## src/rtl/i2c_target_pkg.sv

```systemverilog
// i2c_target_pkg: shared FSM states and constants for the I2C memory target
package i2c_target_pkg;
    typedef enum logic [3:0] {
        IDLE, ADDR, ADDR_ACK, PTR, PTR_ACK,
        WDATA, WDATA_ACK, RDATA, RDATA_ACK, WAIT_STOP
    } state_t;
    localparam logic [6:0] DefaultAddr = 7'h50;
    localparam int BitCntW = 4;
endpackage

```

## src/rtl/i2c_target_sync.sv

```systemverilog
// i2c_target_sync: bus synchronisers with START/STOP and SCL edge detection
module i2c_target_sync (
    input  logic clk_i,
    input  logic rst_ni,
    input  logic i_scl,
    input  logic i_sda,
    output logic o_sda,
    output logic o_start,
    output logic o_stop,
    output logic o_scl_rise,
    output logic o_scl_fall
);
    logic [2:0] r_scl, r_sda;

    // two synchroniser stages plus one history stage per line; idle bus is high
    always_ff @(posedge clk_i or negedge rst_ni) begin
        if (!rst_ni) begin
            r_scl <= 3'b111;
            r_sda <= 3'b111;
        end else begin
            r_scl <= {r_scl[1:0], i_scl};
            r_sda <= {r_sda[1:0], i_sda};
        end
    end

    assign o_sda      = r_sda[1];
    assign o_scl_rise = r_scl[1] & ~r_scl[2];
    assign o_scl_fall = ~r_scl[1] & r_scl[2];
    assign o_start    = r_scl[2] & r_scl[1] & r_sda[2] & ~r_sda[1];
    assign o_stop     = r_scl[2] & r_scl[1] & ~r_sda[2] & r_sda[1];
endmodule

```

## src/rtl/i2c_target_mem.sv

```systemverilog
// i2c_target_mem: I2C target with pointer-addressed byte memory; I2C_TARGET_MEM_WP_EN write-protects the upper half
module i2c_target_mem
    import i2c_target_pkg::*;
#(
    parameter logic [6:0] TargetAddr = DefaultAddr,
    parameter int         MemDepth   = 256
) (
    input  logic clk_i,
    input  logic rst_ni,
    input  logic scl_i,
    input  logic sda_i,
    output logic sda_oe_o,
    output logic busy_o
);
    localparam int AW = (MemDepth > 1) ? $clog2(MemDepth) : 1;

    logic               w_sda, w_start, w_stop, w_rise, w_fall;
    logic               w_last, w_match, w_wp, w_mem_we;
    state_t             r_state, w_state_nxt;
    logic [BitCntW-1:0] r_cnt;
    logic [7:0]         r_shift;
    logic [AW-1:0]      r_ptr;
    logic               r_ack, r_busy;
    logic [7:0]         r_mem [MemDepth];

    i2c_target_sync u_sync (
        .clk_i      (clk_i),
        .rst_ni     (rst_ni),
        .i_scl      (scl_i),
        .i_sda      (sda_i),
        .o_sda      (w_sda),
        .o_start    (w_start),
        .o_stop     (w_stop),
        .o_scl_rise (w_rise),
        .o_scl_fall (w_fall)
    );

    assign w_last   = r_cnt == BitCntW'(8);
    assign w_match  = r_shift[7:1] == TargetAddr;
`ifdef I2C_TARGET_MEM_WP_EN
    assign w_wp     = r_ptr[AW-1];
`else
    assign w_wp     = 1'b0;
`endif
    assign w_mem_we = w_fall && r_state == WDATA && w_last && !w_wp;
    assign busy_o   = r_busy;

    // state register
    always_ff @(posedge clk_i or negedge rst_ni) begin
        if (!rst_ni) r_state <= IDLE;
        else         r_state <= w_state_nxt;
    end

    // bus conditions win over bit activity; byte/ACK phases advance on SCL falls
    always_comb begin
        w_state_nxt = r_state;
        sda_oe_o    = (r_state == ADDR_ACK) || (r_state == PTR_ACK) || (r_state == WDATA_ACK) ||
                      (r_state == RDATA && !r_shift[7]);
        if (w_start) w_state_nxt = ADDR;
        else if (w_stop) w_state_nxt = IDLE;
        else if (w_fall) begin
            case (r_state)
                ADDR:      w_state_nxt = !w_last ? ADDR : (w_match ? ADDR_ACK : WAIT_STOP);
                ADDR_ACK:  w_state_nxt = r_shift[0] ? RDATA : PTR;
                PTR:       w_state_nxt = w_last ? PTR_ACK : PTR;
                PTR_ACK:   w_state_nxt = WDATA;
                WDATA:     w_state_nxt = w_last ? WDATA_ACK : WDATA;
                WDATA_ACK: w_state_nxt = WDATA;
                RDATA:     w_state_nxt = w_last ? RDATA_ACK : RDATA;
                RDATA_ACK: w_state_nxt = r_ack ? RDATA : WAIT_STOP;
                default:   w_state_nxt = r_state;
            endcase
        end
    end

    // bit counter, shifter and pointer; partial bytes are dropped on START/STOP
    always_ff @(posedge clk_i or negedge rst_ni) begin
        if (!rst_ni) begin
            r_cnt   <= '0;
            r_shift <= '0;
            r_ptr   <= '0;
            r_ack   <= 1'b0;
        end else if (w_start || w_stop) begin
            r_cnt <= '0;
        end else if (w_rise) begin
            case (r_state)
                ADDR, PTR, WDATA: begin
                    r_shift <= {r_shift[6:0], w_sda};
                    r_cnt   <= r_cnt + 1'b1;
                end
                RDATA:     r_cnt <= r_cnt + 1'b1;
                RDATA_ACK: r_ack <= !w_sda;
                default:   ;
            endcase
        end else if (w_fall) begin
            case (r_state)
                ADDR_ACK: begin
                    r_cnt   <= '0;
                    r_shift <= r_shift[0] ? r_mem[r_ptr] : r_shift;
                end
                PTR:                r_ptr <= w_last ? r_shift[AW-1:0] : r_ptr;
                PTR_ACK, WDATA_ACK: r_cnt <= '0;
                WDATA:              r_ptr <= w_last ? r_ptr + 1'b1 : r_ptr;
                RDATA: begin
                    r_ptr   <= w_last ? r_ptr + 1'b1 : r_ptr;
                    r_shift <= w_last ? r_shift : {r_shift[6:0], 1'b0};
                end
                RDATA_ACK: begin
                    r_cnt   <= '0;
                    r_shift <= r_ack ? r_mem[r_ptr] : r_shift;
                end
                default: ;
            endcase
        end
    end

    // busy from an address-matched START until STOP
    always_ff @(posedge clk_i or negedge rst_ni) begin
        if (!rst_ni)                                        r_busy <= 1'b0;
        else if (w_stop)                                    r_busy <= 1'b0;
        else if (r_state == ADDR && w_state_nxt == ADDR_ACK) r_busy <= 1'b1;
    end

    // byte storage, erased to 0xFF on reset
    always_ff @(posedge clk_i or negedge rst_ni) begin
        if (!rst_ni) begin
            for (int i = 0; i < MemDepth; i++) r_mem[i] <= 8'hFF;
        end else if (w_mem_we) begin
            r_mem[r_ptr] <= r_shift;
        end
    end
endmodule

```

## config.mk

```make
export PLATFORM = sky130hd
export DESIGN_NAME = i2c_target_mem
export DESIGN_NICKNAME = d
export VERILOG_FILES = /design/src/rtl/i2c_target_pkg.sv /design/src/rtl/i2c_target_sync.sv /design/src/rtl/i2c_target_mem.sv
export SDC_FILE = /design/constraint.sdc
export NUM_CORES = 2
export LEC_CHECK = 0
export ABC_AREA = 1
export BUFFER_PORTS_ARGS = -buffer_cell sky130_fd_sc_hd__buf_4
export CORE_MARGIN = 2
export CORE_UTILIZATION = 43
export CTS_BUF_LIST = sky130_fd_sc_hd__clkbuf_4
export DETAILED_ROUTE_END_ITERATION = 6
export PLACE_DENSITY_LB_ADDON = 0.25
export SYNTH_ARGS = -nofsm -noshare
export SYNTH_HDL_FRONTEND = slang
export SYNTH_HIERARCHICAL = 1
export SYNTH_SLANG_ARGS = --single-unit
```

## constraint.sdc

```tcl
create_clock -name clk_i -period 2.5 [get_ports clk_i]
set_clock_uncertainty 0.1 [all_clocks]
set_input_delay 0.375 -clock clk_i [delete_from_list [all_inputs] [get_ports clk_i]]
set_output_delay 0.375 -clock clk_i [all_outputs]
set_load 0.02 [all_outputs]
```

## Word level (Yosys, flattened, before mapping)

Index checks and enable logic that the tools add are counted.

| word-level totals | value |
|---|---|
| bits of input ports | 4 |
| word-level logic and storage cells | 362 |
| output and inout bits | 2 |
| register bits | 2080 |

| operators by class | value |
|---|---|
| bitwise logic cells | 14 |
| $lt $le $gt $ge | 2 |
| muxes and demuxes | 34 |
| $add $sub $neg | 2 |
| equal/unequal tests | 18 |
| reduce and logical (&&, ||, !) cells | 27 |

Operators by type and width:

| kind | number |
|---|---|
| 2048-bit bitwise mux | 1 |
| 8-bit two-way mux | 11 |
| 8-bit binary-select mux with 8-bit select | 1 |
| 8-bit demux with 8-bit select | 1 |
| 4-bit two-way mux | 12 |
| 4-bit case mux with 7 select lines | 1 |
| 8-bit case mux with 3 select lines | 1 |
| 4-bit by 3-bit == test with 1-bit output, second input constant | 4 |
| 8-bit case mux with 2 select lines | 1 |
| 4-bit by 2-bit == test with 1-bit output, second input constant | 3 |
| 6-bit AND reduction | 2 |
| 9-bit greater-or-equal comparator, second input constant | 1 |
| 9-bit by 1-bit less-than comparator with 1-bit output, second input constant | 1 |
| 3-bit by 2-bit inequality test with 1-bit output, second input constant | 3 |
| 8-bit inverter with 9-bit output | 1 |
| 8-bit by 1-bit adder with 8-bit output, second input constant | 1 |
| 4-bit == test, second input constant | 2 |
| 4-bit OR reduction | 2 |
| 1-bit AND | 7 |
| 7-bit == test, second input constant | 1 |
| 7-bit AND reduction | 1 |
| 3-bit two-way mux | 2 |
| 1-bit inverter | 6 |
| 3-bit AND reduction | 2 |
| 15 further kinds | 29 |

## Logic depth before layout (Yosys ltp)

| logic depth | value |
|---|---|
| word-level depth | 11 |
| mapped depth | 19 |
| depth with buffers taken out | 15 |

## Modules after synthesis

Netlist, hierarchy kept.

Modules (own cells, without submodules):

| module | sequential area each (um^2) | area each (um^2) | times used | cells an instance |
|---|---|---|---|---|
| i2c_target_mem | 54462.2 | 102041.6 | 1 | 12995 |
| i2c_target_sync | 157.7 | 198.9 | 1 | 17 |

## Least setup slack after synthesis

Ideal clock, no wire load.

| timing path | value |
|---|---|
| kind | register to register |
| start point | register r_ptr[1] |
| end point | register r_mem[1525] (netlist name) |
| stages on the path, launching flop included | 13 |
| setup slack | 0.092 ns |
| required time | 2.313 ns |
| clock period less this slack | 2.408 ns |
| setup time | 0.087 ns |
| data arrival time | 2.221 ns |
| path buffers | 5 |
| cells stage by stage | dfrtp_1 inv_2 buf_2 buf_2 buf_1 ha_1 nand2_4 nor2_4 buf_12 nand2_4 buf_2 nand2_1 o21ai_1 |

| on the way | value |
|---|---|
| cells in the longest elaborated chain, start to end | 6 |
| elaborated cells between the ends (all ways) | 7 |
| classes of those cells | 2 x order compare; 3 x mux; 1 x bitwise; 1 x reduce/logical |

RTL lines:

| item | RTL line | text |
|---|---|---|
| start, declared | i2c_target_mem.sv:22 | `logic [AW-1:0] r_ptr;` |
| start signal, assigned | i2c_target_mem.sv:101 | `PTR: r_ptr <= w_last ? r_shift[AW-1:0] : r_ptr;` |
| start signal, assigned | i2c_target_mem.sv:103 | `WDATA: r_ptr <= w_last ? r_ptr + 1'b1 : r_ptr;` |
| start signal, assigned | i2c_target_mem.sv:105 | `r_ptr <= w_last ? r_ptr + 1'b1 : r_ptr;` |
| 8-bit inverter with 9-bit output (implied by the code) * | i2c_target_mem.sv:129 | `r_mem[r_ptr] <= r_shift;` |
| 9-bit greater-or-equal comparator (implied by the code) / 9-bit by 1-bit less-than comparator with 1-bit output (equally long branches) | i2c_target_mem.sv:129 |  |
| 1-bit logical AND (implied by the code) | i2c_target_mem.sv:129 |  |
| 8-bit two-way mux (implied by the code) | i2c_target_mem.sv:129 |  |
| 8-bit demux with 8-bit select * | i2c_target_mem.sv:129 |  |
| 2048-bit bitwise mux * | i2c_target_mem.sv:129 |  |
| end signal, assigned by index | i2c_target_mem.sv:129 |  |
| end, declared | i2c_target_mem.sv:24 | `logic [7:0] r_mem [MemDepth];` |

Every way passes the cells marked *; elsewhere a longest branch is shown, timed or not.
A chain may end at the register's enable or synchronous reset.

## Worst setup path in the final report

| timing path | value |
|---|---|
| start point | register r_state[3] |
| end point | output sda_oe_o |

| on the way | value |
|---|---|
| cells in the longest elaborated chain, start to end | 4 |
| elaborated cells between the ends (all ways) | 8 |
| classes of those cells | 4 x eq/ne; 4 x reduce/logical |

RTL lines:

| item | RTL line | text |
|---|---|---|
| start, declared | i2c_target_mem.sv:19 | `state_t r_state, w_state_nxt;` |
| start signal, assigned | i2c_target_mem.sv:51 | `else r_state <= w_state_nxt;` |
| 4-bit by 2-bit == test with 1-bit output / 4-bit by 3-bit == test with 1-bit output (equally long branches) | i2c_target_mem.sv:57 | `sda_oe_o = (r_state == ADDR_ACK) \|\| (r_state == PTR_ACK) \|\| (r_state == WDATA_ACK) \|\|` |
| 1-bit logical OR (2 in a row) | i2c_target_mem.sv:57 |  |
| 1-bit logical OR * | i2c_target_mem.sv:57 |  |
| end, declared | i2c_target_mem.sv:12 | `output logic sda_oe_o,` |

Marks and branches as above.

==> flow_summary.json <==
{
  "status": "finished, violations left",
  "violations": "setup timing",
  "dieArea_sq_um": 242000,
  "startpoint_type": "flop",
  "cts_tree": "built",
  "setup_viol": 221,
  "syn_nets": 13000,
  "synth_area_leader_cell": "dfstp_2",
  "worstPathArrival_ps": 2680,
  "dpl_cell_area_sq_um": 109000,
  "vias_per_cell": 5.31,
  "ys_warn_count": 6,
  "grt_pass1_vias": 87500,
  "fin_hold_ws_ps": 287,
  "grt_remaining_overflow": 0,
  "core-area_sq_um": 237000,
  "drtIter0Drc": 9479,
  "drive_above_1_share": 0.328,
  "period_needed_ps": 3150,
  "fin_nets": 13600,
  "final_cell_mix": "nand2_1, dfstp_2, o21ai_0, o21ai_1, clkbuf_4",
  "dpl.hpwl_microns": 203000,
  "ant_nets": 0,
  "ios": 6,
  "synthCells": 13000,
  "worstPathRequired_ps": 2030,
  "cts_made_buffers": 595,
  "clk_path_buf_depth": 4,
  "place.gp.congestion": 0.906,
  "reg2regPathDepth": 20,
  "grt_pass1_wl_microns": 524000,
  "clock_latency_ps": 1470,
  "routedWlPerCell_microns": 20.1,
  "slew_headroom": 0.128,
  "synth_area_leaders": "dfstp_2, nand2_1, o21ai_0, o21ai_1, nor2_1",
  "grt_max_degree": 123,
  "hp-class": "input pin to async pin",
  "r2r_end": "r_shift[4]",
  "final_area_sq_um": 124000,
  "tightest_slew_ps": 1300,
  "netlist_area_sq_um": 102000,
  "cp_max_fo": 2,
  "reg2reg_slack_ps": -440,
  "leakagePower_nw": 51.9,
  "clock-sinks": 2080,
  "crit_start": "r_state[3]",
  "fin_crit_sh": 1.26,
  "track_usage": 0.276,
  "synthArstFlopShare": 1.00,
  "finalPower_mw": 76.1,
  "synth_seq_area_share": 0.534,
  "rsz0062_at_grt": "yes",
  "final_hold_viol_count": 0,
  "crit_path_end_kind": "primary output",
  "synth_cell_types": 42,
  "remaining_drc_errors": 0,
  "drv_slew": 0,
  "vias": 91100,
  "fill_cells": 22200,
  "clk_pin_slew_ps": 70,
  "synth_edf_count": 0,
  "final_common_cell": "nand2_1",
  "power_density_nw_per_um2": 615,
  "antenna_found_initial": 5,
  "rr_startpoint": "r_ptr[0]",
  "die_y_microns": 492,
  "yosysTopAreaCellShare": 0.528,
  "cts.htree.levels": 6,
  "max-vdd-ir-drop_mv": 0.849,
  "die_x_microns": 492,
  "synth_seq_cells": 2080,
  "cts-root-buf": "clkbuf_4",
  "fmax_ghz": 0.317,
  "worst-setup-path-type": "flop to primary output",
  "io_buffers": 5,
  "max_cap_viol_count": 0,
  "firstDrtPassIters": 6,
  "synth-main-ff-cell": "dfstp_2",
  "start_util": 0.431,
  "setup_slack_ps": -651,
  "area_growth_pct": 21.1,
  "synth.avg_cell_area_sq_um": 7.86,
  "routed_wl_microns": 345000,
  "rows": 179
}
report_power, final:
part	internal [mW]	total (mW)	leakage, nW	switching, mW
registers	34.0	34.3	21.5	0.280
clock network	16.8	31.7	4.31	14.8
logic	1.45	10.2	26.1	8.71
registers in the layout (all words and copies together), names as in the netlist:
signal	cells
u_sync/r_sda	3
u_sync/r_scl	3
r_ptr	8
r_mem	2048
r_state	4
busy_o	1
r_cnt	4
r_shift	8
r_ack	1
cell families after synthesis:
logic type                 synth area share
AOI/OAI and AO/OA                     0.138
xor gates and xnor gates           0.000514
adders and majority gates          0.000734
buffers and inverters                0.0723
DFF                                   0.534
and+or+nand+nor                       0.254
area by class of cell:
| type | count | area [sq um] | area share |
|---|---|---|---|
| Sequential cell | 2080 | 54600 | 0.441 |
| Multi-Input combinational cell | 9301 | 43100 | 0.348 |
| Timing Repair Buffer | 912 | 12000 | 0.0973 |
| Clock buffer | 844 | 6340 | 0.0512 |
| Tap cell | 3167 | 3960 | 0.0320 |
| Inverter | 721 | 2800 | 0.0226 |
| Clock inverter | 128 | 891 | 0.00720 |
| Antenna cell | 8 | 20.0 | 0.000162 |
| Timing Repair inverter | 1 | 16.3 | 0.000131 |
per-stage QoR:
step | setup TNS (ps) | setup slack (ps) | std cells | utilization
final | -7940 | -651 | 17200 | 0.522
after detailed placement | -280100 | -1000 | 15900 | 0.460
after floorplan | 0 | 92.4 | 13000 | -
after global placement | -209370 | -1020 | 15900 | 0.460
after global routing | -39160 | -747 | 17200 | 0.522
after CTS | -8080 | -753 | 17000 | 0.508
per-layer routing:
metal | wire (microns) | part of all wire | global-route usage | up-vias
met3 | 26200 | 0.076 | 0.0511 | 688
met4 | 14600 | 0.042 | 0.124 | 0
met2 | 154000 | 0.45 | 0.419 | 3547
met5 | 0 | 0 | 0 | -
li1 | - | - | - | 42800
met1 | 150000 | 0.43 | 0.385 | 44100
how the worst max path moves through the flow:
| stage | to | depth (start not counted) |
|---|---|---|
| floorplan | r_mem[1525] | 12 |
| global placement | r_shift[3] | 18 |
| detailed placement | r_shift[2] | 18 |
| CTS | sda_oe_o | 7 |
| global route | sda_oe_o | 7 |
| finish | sda_oe_o | 7 |
synth_stat cells, types with 2 or more instances:
library cell	instances
a21oi_1	30
a31oi_1	3
buf_1	36
buf_12	7
buf_2	341
buf_4	27
buf_6	72
buf_8	3
clkbuf_1	439
dfrtp_1	26
dfstp_2	2054
ha_1	6
inv_1	709
inv_2	10
nand2_1	5189
nand2_2	58
nand2_4	110
nand3_1	313
nand4_1	10
nor2_1	748
nor2_2	3
nor2_4	22
nor2_8	5
nor3_1	3
nor3_2	2
o211ai_1	2
o21ai_0	2003
o21ai_1	709
o22ai_1	54
xor2_1	6
critical path, cell delays in order (launching register included):
cell and delay (ps):
dfrtp_2 440, inv_2 90, nand2_4 60, nor2_4 120
inv_2 50, o21bai_1 170, buf_4 200, buf_6 130
what timing repair did:
item | in CTS | in global routing
buffers inserted | 90 | 76
hold endpoints to repair | 2082 | 0
setup endpoints to repair | 2021 | 1531
resized for setup | 805 | 653
pin swaps | 71 | 213
hold buffers | 9 | 0
cloned | 53 | 39
Note: power is estimated with default switching activity, not from simulation.
